**src/rtl/fft_tw_pkg.sv**
```systemverilog
// fft_tw_pkg: shared twiddle-ROM constants, scheduler state enum and stage base helper
package fft_tw_pkg;
  localparam int TW_ADDR_W = 11;
  localparam int TW_NUM_STAGES = 6;
  localparam int TW_WORDS_PER_STAGE = 256;
  typedef enum logic [1:0] {IDLE, RUN, DRAIN} tw_sched_state_e;
  function automatic int tw_stage_base(input logic [2:0] stage, input int words = TW_WORDS_PER_STAGE);
    return 32'(stage) * words;
  endfunction
endpackage

```
**src/rtl/twiddle_rd_sched.sv**
```systemverilog
// twiddle_rd_sched: per-stage read sequencer for the radix-4 twiddle ROM with a 1-deep valid/last stream
// Ports: clk, rst_n (sync, active-low); start_i/stage_i launch a stage, abort_i abandons it;
//   tw_ready_i is butterfly backpressure; rom_valid_o/rom_addr_o drive the ROM;
//   tw_valid_o/tw_last_o qualify ROM data; busy_o, done_o and err_o report status.
// Build option: TW_STAGE0_BYPASS_EN makes stage 0 finish immediately without ROM reads.
module twiddle_rd_sched
  import fft_tw_pkg::*;
#(
  parameter int ADDR_W = TW_ADDR_W,
  parameter int NUM_STAGES = TW_NUM_STAGES,
  parameter int WORDS_PER_STAGE = TW_WORDS_PER_STAGE
) (
  input  logic              clk,
  input  logic              rst_n,
  input  logic              start_i,
  input  logic [2:0]        stage_i,
  input  logic              abort_i,
  input  logic              tw_ready_i,
  output logic              rom_valid_o,
  output logic [ADDR_W-1:0] rom_addr_o,
  output logic              tw_valid_o,
  output logic              tw_last_o,
  output logic              busy_o,
  output logic              done_o,
  output logic              err_o
);
  localparam int CW = $clog2(WORDS_PER_STAGE);
  localparam logic [CW-1:0] CNT_MAX = CW'(WORDS_PER_STAGE - 1);
  if (NUM_STAGES * WORDS_PER_STAGE > 2 ** ADDR_W) begin : g_range_chk
    $error("twiddle tables exceed ROM address space");
  end
  tw_sched_state_e state, state_d;
  logic [CW-1:0] cnt, cnt_d;
  logic [2:0] stage, stage_d;
  logic valid_d, last_d, done_d, err_d, accept;
  assign rom_addr_o = ADDR_W'(tw_stage_base(stage, WORDS_PER_STAGE)) + ADDR_W'(cnt);
  assign busy_o = state != IDLE;
  assign accept = tw_valid_o & tw_ready_i;
  always_ff @(posedge clk) begin
    if (!rst_n) begin
      state <= IDLE;
      cnt <= '0;
      stage <= '0;
      tw_valid_o <= 1'b0;
      tw_last_o <= 1'b0;
      done_o <= 1'b0;
      err_o <= 1'b0;
    end else begin
      state <= state_d;
      cnt <= cnt_d;
      stage <= stage_d;
      tw_valid_o <= valid_d;
      tw_last_o <= last_d;
      done_o <= done_d;
      err_o <= err_d;
    end
  end
  always_comb begin
    state_d = state;
    cnt_d = cnt;
    stage_d = stage;
    done_d = 1'b0;
    err_d = 1'b0;
    rom_valid_o = (state == RUN) & (~tw_valid_o | tw_ready_i);
    valid_d = accept ? 1'b0 : tw_valid_o;
    last_d = accept ? 1'b0 : tw_last_o;
    if (rom_valid_o) begin
      valid_d = 1'b1;
      last_d = cnt == CNT_MAX;
      cnt_d = cnt + CW'(1);
      state_d = (cnt == CNT_MAX) ? DRAIN : RUN;
    end
    if (state == IDLE && start_i) begin
      if (32'(stage_i) >= NUM_STAGES) err_d = 1'b1;
`ifdef TW_STAGE0_BYPASS_EN
      else if (stage_i == 3'd0) begin
        state_d = DRAIN;
        done_d = 1'b1;
      end
`endif
      else begin
        stage_d = stage_i;
        cnt_d = '0;
        state_d = RUN;
      end
    end
    if (state == DRAIN && accept && tw_last_o) begin
      state_d = IDLE;
      done_d = 1'b1;
    end
`ifdef TW_STAGE0_BYPASS_EN
    // a bypassed stage 0 parks in DRAIN for one cycle with nothing outstanding
    if (state == DRAIN && !tw_valid_o) state_d = IDLE;
`endif
    if (abort_i) begin
      state_d = IDLE;
      cnt_d = '0;
      valid_d = 1'b0;
      last_d = 1'b0;
      done_d = 1'b0;
      err_d = 1'b0;
    end
  end
endmodule

```
**config.mk**
```make
export PLATFORM = sky130hd
export DESIGN_NAME = twiddle_rd_sched
export DESIGN_NICKNAME = d
export VERILOG_FILES = /design/src/rtl/fft_tw_pkg.sv /design/src/rtl/twiddle_rd_sched.sv
export SDC_FILE = /design/constraint.sdc
export NUM_CORES = 1
export LEC_CHECK = 0
export BUFFER_PORTS_ARGS = -buffer_cell sky130_fd_sc_hd__buf_2
export CAP_MARGIN = 20
export CORE_MARGIN = 2
export CORE_UTILIZATION = 52
export DETAILED_ROUTE_END_ITERATION = 6
export PLACE_DENSITY = 0.81
export SKIP_CTS_REPAIR_TIMING = 1
export SYNTH_ARGS = -nofsm -noshare
export SYNTH_HDL_FRONTEND = slang
export SYNTH_SLANG_ARGS = --single-unit
```
**constraint.sdc**
```tcl
create_clock -name clk -period 2.31 [get_ports clk]
set_input_delay 0.1155 -clock clk [delete_from_list [all_inputs] [get_ports clk]]
set_output_delay 0.1155 -clock clk [all_outputs]
set_load 0.1 [all_outputs]
```
==> results.yml, run 1 <==
run_status:
  status: "complete, no violations"
synth:
  synth_common_cells: "17 x dfxtp_1, 10 x nor2_1, 8 x nand2_1"
  synth_xor_area_share_pct: 7.50
  synthFlopType: "dfxtp_1"
  synth_area_um2: 817
  synthSimpleGateAreaFrac_pct: 36.1
  synth-edff-count: 0
  synthesis.nets: 92
  synthArstFlopShare_pct: 0
  synth_seq_area_share_pct: 41.7
  synth_mux_area_share_pct: 0
  synth_fa_ha_area_share_pct: 1.53
  yosysMostFrequentCell: "dfxtp_1"
  ys_seq_elements: 17
  synthCells: 83
  synth_top_family_by_area: "simple AND/OR/NAND/NOR gates"
  yosys.area.top_type: "dfxtp_1"
  netlist.area_leader.share_pct: 41.7
  synth_cell_types: 32
  yosys_warnings: 0
  synth_area_leaders: "dfxtp_1 42%, xnor2_1 7.5%, nor4_4 5.2%, nor2_1 4.6%, nor3_2 3.7%"
  synth_compound_area_share_pct: 9.80
  syn_area_per_cell_um2: 9.84
clocking:
  clockRootBuffer: "clkbuf_4"
  clock-sinks: 17
  cts_tree: "done"
  insertion_delay_ns: 0.28
  path_clk_slew_ns: 0.10
  cts.path.max_buffers: 2
  ctsHtreeMaxLevel: 1
  cts_buffers: 3
sta:
  timing.slew.headroom_pct: 47.9
  fin_crit_sh_pct: 84.0
  rsz0062_at_grt: "false"
  fin_skew_ns: 0.00474
  drv_slew: 0
  final.setup.tns_ns: 0
  setup_ws_ns: 0.370
  min_period_ns: 1.94
  setup_viol: 0
  final_hold_viol_count: 0
  tightest_slew_ns: 0.782
  fmaxAchievable_mhz: 515
global_routing:
  grt_pass1_wl_mm: 2.77
  track_usage_pct: 19.6
  antenna_found_initial: 0
  grt_max_degree: 12
  grt.overflow.total: 0
  first_global_vias: 629
cells_and_area:
  register_area_um2: 340
  multi_input_area_um2: 454
  drive_above_1_share_pct: 34.9
  final_util_pct: 65.3
  area_growth_pct: 19.0
  diodes: 0
  fin_nets: 119
  fillers: 127
placed_design:
  place_congestion: 0.745
  post-place-ws_ns: 0.709
  port_buffers: 24
  hpwlAfterDp_mm: 1.16
pwr:
  ir_worst_vdd_uv: 378
  p_per_area_mw_per_mm2: 564
  leakage_nw: 0.385
die:
  pin_count: 25
  num_rows: 14
  die_h_um: 43.6
  die_w_um: 43.6
  coreArea_mm2: 0.00149
  dieArea_mm2: 0.00190
  start_util_pct: 54.9
route:
  postRouteAntennaNets: 0
  drt-pass1-iter-count: 4
  routedWlPerCell_um: 12.7
  finalWirelength_mm: 1.59
  vias_per_cell: 5.45
  drc: 0
  vias: 681
  drt_iter0_markers: 9
setup_path:
  cp.arrival_ns: 1.82
  worstSetupStartpointType: "flip-flop"
  cp_max_fo: 11
  critPathCaptureType: "primary output"
  crit_required_ns: 2.19
  crit_type: "flip-flop to primary output"
job:
  maxCapViolCount: 0
hold_path:
  hold_path_class: "input port to flip-flop"
## path summary, 6_finish.rpt
check | from | to | slack (ns) | cells past startpoint
worst max-delay path | state[1]$_SDFF_PP0_ | rom_valid_o | 0.37 | 3
worst min-delay path | stage_i[0] | stage[0]$_SDFFE_PN0P_ | 0.07 | 3
worst max register to register | state[1]$_SDFF_PP0_ | state[1]$_SDFF_PP0_ | 0.66 | 4
worst min register to register | stage[0]$_SDFFE_PN0P_ | stage[0]$_SDFFE_PN0P_ | 0.48 | 2
## layer usage
layer / wire length (µm) / global-route usage [%]
met1: 726 / 25.3
met2: 774 / 31.5
met3: 66 / 3.75
met4: 20 / 9.09
met5: 0 / 0
## kinds of logic after synthesis
| group | after synthesis |
|---|---|
| xor gates and xnor gates | 7 |
| adders and majority gates | 1 |
| and+or+nand+nor | 43 |
| buffers and inverters | 4 |
| AOI/OAI and AO/OA | 11 |
| DFF | 17 |
## cell type report
type / count / area share (%)
multi-input cells: 62 / 46.7
clock buffers: 4 / 2.70
flip-flops and latches: 17 / 35.0
well taps: 16 / 2.06
inverters: 1 / 0.386
repair buffers: 25 / 13.1
## critical path, cell delays in order (launching register included)
cell	delay, ns
dfxtp_1	0.35
nand2b_1	0.49
nor2_4	0.25
buf_2	0.45
## where the power goes
part            total, W  internal (W)  switching [W]
clock           0.000156     0.0000669      0.0000891
combinational  0.0000909     0.0000198      0.0000711
sequential      0.000301      0.000298     0.00000303
total           0.000548      0.000385       0.000163
## placed cells by master (no fill, tap or decap), drive strengths merged, types with 2 or more instances in the layout
master,instances
nand2b,3
buf,25
a21oi,4
clkbuf,4
dfxtp,17
nor2b,3
nor4,2
nand3,4
nand2,9
xnor2,7
nor3,4
nor2,11
o221a,2
## registers in the layout, summed over array words and instances (netlist names)
| register | flops |
|---|---|
| cnt | 8 |
| stage | 3 |
| state | 2 |
| done_o | 1 |
| err_o | 1 |
| tw_last_o | 1 |
| tw_valid_o | 1 |
## stage by stage
step | power, W | std cells | hold WS (ns) | cell area, µm²
floorplan | 0.000382 | 83 | 0.250 | 822
detailed placement | 0.000398 | 121 | 0.366 | 946
finish | 0.000548 | 125 | 0.0722 | 972
global route | 0.000572 | 125 | 0.0889 | 972
CTS | 0.000552 | 125 | 0.0726 | 972
global placement | 0.000397 | 121 | 0.356 | 946
Note: power is estimated with default switching activity, not from simulation.
==> run 2: changes to the inputs <==
ABC_AREA = 1   (was unset)
CORE_UTILIZATION = 48   (was 52)
PLACE_DENSITY = 0.75   (was 0.81)
clock period = 2 ns   (was 2.31 ns; I/O delays follow)
==> run 2 against run 1 <==
Register-to-register slack is essentially flat. Clock-buffer cell count is the same. Global-route usage shrank 2.5 points. Critical endpoint unchanged. Largest power group unchanged.
==> results.yml, run 2 <==
global_routing:
  grt_pass1_wl_mm: 2.64
  antenna_found_initial: 0
  track_usage_pct: 17.1
  grt_max_degree: 10
  first_global_vias: 632
  grt.overflow.total: 0
sta:
  timing.slew.headroom_pct: 67.4
  setup_viol: 0
  final_hold_viol_count: 0
  final.setup.tns_ns: 0
  rsz0062_at_grt: "false"
  fmaxAchievable_mhz: 631
  fin_skew_ns: 0.00253
  setup_ws_ns: 0.416
  drv_slew: 0
  min_period_ns: 1.58
  fin_crit_sh_pct: 79.2
  tightest_slew_ns: 0.492
  holdWs_ns: 0.0822
route:
  finalWirelength_mm: 1.63
  postRouteAntennaNets: 0
  routedWlPerCell_um: 10.4
  vias_per_cell: 4.95
  drc: 0
  drt-pass1-iter-count: 3
  vias: 772
  drt_iter0_markers: 4
cells_and_area:
  fillers: 156
  reg_top3: "cnt: 8 flops, stage: 3 flops, state: 2 flops"
  layout_common_cells: "28 x nand2_1, 24 x buf_2, 19 x inv_1"
  largest_reg_flops: 8
  top_register: "cnt"
  final_cells: 156
  area_growth_pct: 20.1
  diodes: 0
  drive_above_1_share_pct: 29.3
  fin_nets: 150
  final_common_cell: "nand2_1"
synth:
  synthSimpleGateAreaFrac_pct: 33.9
  yosysMostFrequentCell: "nand2_1"
  synth_seq_area_share_pct: 41.4
  synth_common_cells: "28 x nand2_1, 19 x inv_1, 17 x dfxtp_1"
  synthesis.nets: 121
  syn_area_per_cell_um2: 7.34
  synthCells: 112
  yosys.area.top_type: "dfxtp_1"
  synth_fa_ha_area_share_pct: 1.52
  netlist.area_leader.share_pct: 41.4
  yosys_warnings: 0
  synth-edff-count: 0
  ys_seq_elements: 17
  synth_area_leaders: "dfxtp_1 41%, nand2_1 13%, inv_1 8.7%, a21oi_1 6.7%, nand3_1 4.9%"
  synthFlopType: "dfxtp_1"
  synth_mux_area_share_pct: 0
  synth_area_um2: 822
  synth_top_family_by_area: "simple AND/OR/NAND/NOR gates"
  synth_compound_area_share_pct: 11.4
  synthArstFlopShare_pct: 0
  synth_xor_area_share_pct: 1.07
  synth_cell_types: 21
placed_design:
  place_inst: 152
  hpwlAfterDp_mm: 1.31
  port_buffers: 24
  place_congestion: 0.763
  post-place-ws_ns: 0.701
setup_path:
  r2r_start: "cnt[0]$_SDFF_PP0_"
  critPathCaptureType: "primary output"
  cp.arrival_ns: 1.48
  crit_type: "flip-flop to primary output"
  reg2reg_depth: 8
  reg2reg_slack_ns: 0.67
  r2r_end: "state[0]$_SDFF_PP0_"
  cp_max_fo: 8
  crit_end: "rom_valid_o"
  worstSetupStartpointType: "flip-flop"
  critical_path.startpoint: "state[1]$_SDFF_PP0_"
  crit_required_ns: 1.90
clocking:
  cts_buffers: 3
  path_clk_slew_ns: 0.09
  clockRootBuffer: "clkbuf_4"
  clock-sinks: 17
  cts_tree: "done"
  ctsHtreeMaxLevel: 1
  cts.path.max_buffers: 2
  insertion_delay_ns: 0.28
die:
  dieArea_mm2: 0.00206
  pin_count: 25
  coreArea_mm2: 0.00156
  start_util_pct: 52.7
  num_rows: 14
  die_h_um: 45.4
  die_w_um: 45.4
pwr:
  p_int_w: 0.000446
  p_total_w: 0.000643
  p_per_area_mw_per_mm2: 652
  switching_share_pct: 30.6
  seqPwrFrac_pct: 54.4
  leakage_nw: 0.485
  power.switching_w: 0.000197
  power_frac_comb_pct: 18.5
  ir_worst_vdd_uv: 316
  power_frac_clock_pct: 27.2
job:
  maxCapViolCount: 0
hold_path:
  hold_path_class: "input port to flip-flop"
  hold_start: "rst_n"
run_status:
  status: "complete, no violations"
run 2: area by class of cell:
type	count	area, µm²	share of cell area, %
clock buffer	4	26.3	2.66
sequential	17	343	34.7
timing repair buffer	25	128	12.9
inverter	20	76.3	7.73
tap	16	20.0	2.03
multi-input combinational	74	394	39.9
run 2: layer usage:
metal / vias up / share of wire (%) / GRT usage (%)
met4: 0 / 0.80 / 5.29
met1: 339 / 47 / 22.7
met2: 18 / 48 / 28.5
met3: 4 / 3.9 / 2.38
met5: - / 0 / 0
li1: 411 / - / -
run 2: worst min-delay path by stage:
stage,endpoint,slack [ns],cells past startpoint
detailed placement,stage[1]$_SDFFE_PN0P_,0.38,3
global route,stage[0]$_SDFFE_PN0P_,0.10,3
floorplan,stage[0]$_SDFFE_PN0P_,0.24,2
global placement,stage[1]$_SDFFE_PN0P_,0.38,3
finish,stage[0]$_SDFFE_PN0P_,0.08,3
CTS,stage[1]$_SDFFE_PN0P_,0.09,3
run 2: cell families (layout without fill, tap and decap cells):
family / count (synthesis) / count (layout)
AOI/OAI and AO/OA: 17 / 17
DFF: 17 / 17
and+or+nand+nor: 55 / 55
xor gates and xnor gates: 1 / 1
buffers and inverters: 21 / 49
adders and majority gates: 1 / 1
run 2: critical path, cell delays in order (launching register included):
cell and delay, ns:
dfxtp_1 0.33, clkinv_2 0.09, nand2_2 0.08, nor2_4 0.23, buf_2 0.47
run 2: through the flow:
stage	instance area (µm²)	utilization, %
4_1_cts	987	63.3
6_report	987	63.3
3_3_place_gp	961	61.6
5_1_grt	987	63.3
2_1_floorplan	825	-
3_5_place_dp	961	61.6
run 2: power by group through the flow:
stage / Combinational (W) / Clock [W] / Sequential (W)
after global placement: 0.000118 / 0 / 0.000357
after floorplan: 0.0000522 / 0 / 0.000402
final: 0.000119 / 0.000175 / 0.000350
after CTS: 0.000120 / 0.000177 / 0.000350
after global routing: 0.000127 / 0.000199 / 0.000351
after detailed placement: 0.000119 / 0 / 0.000358
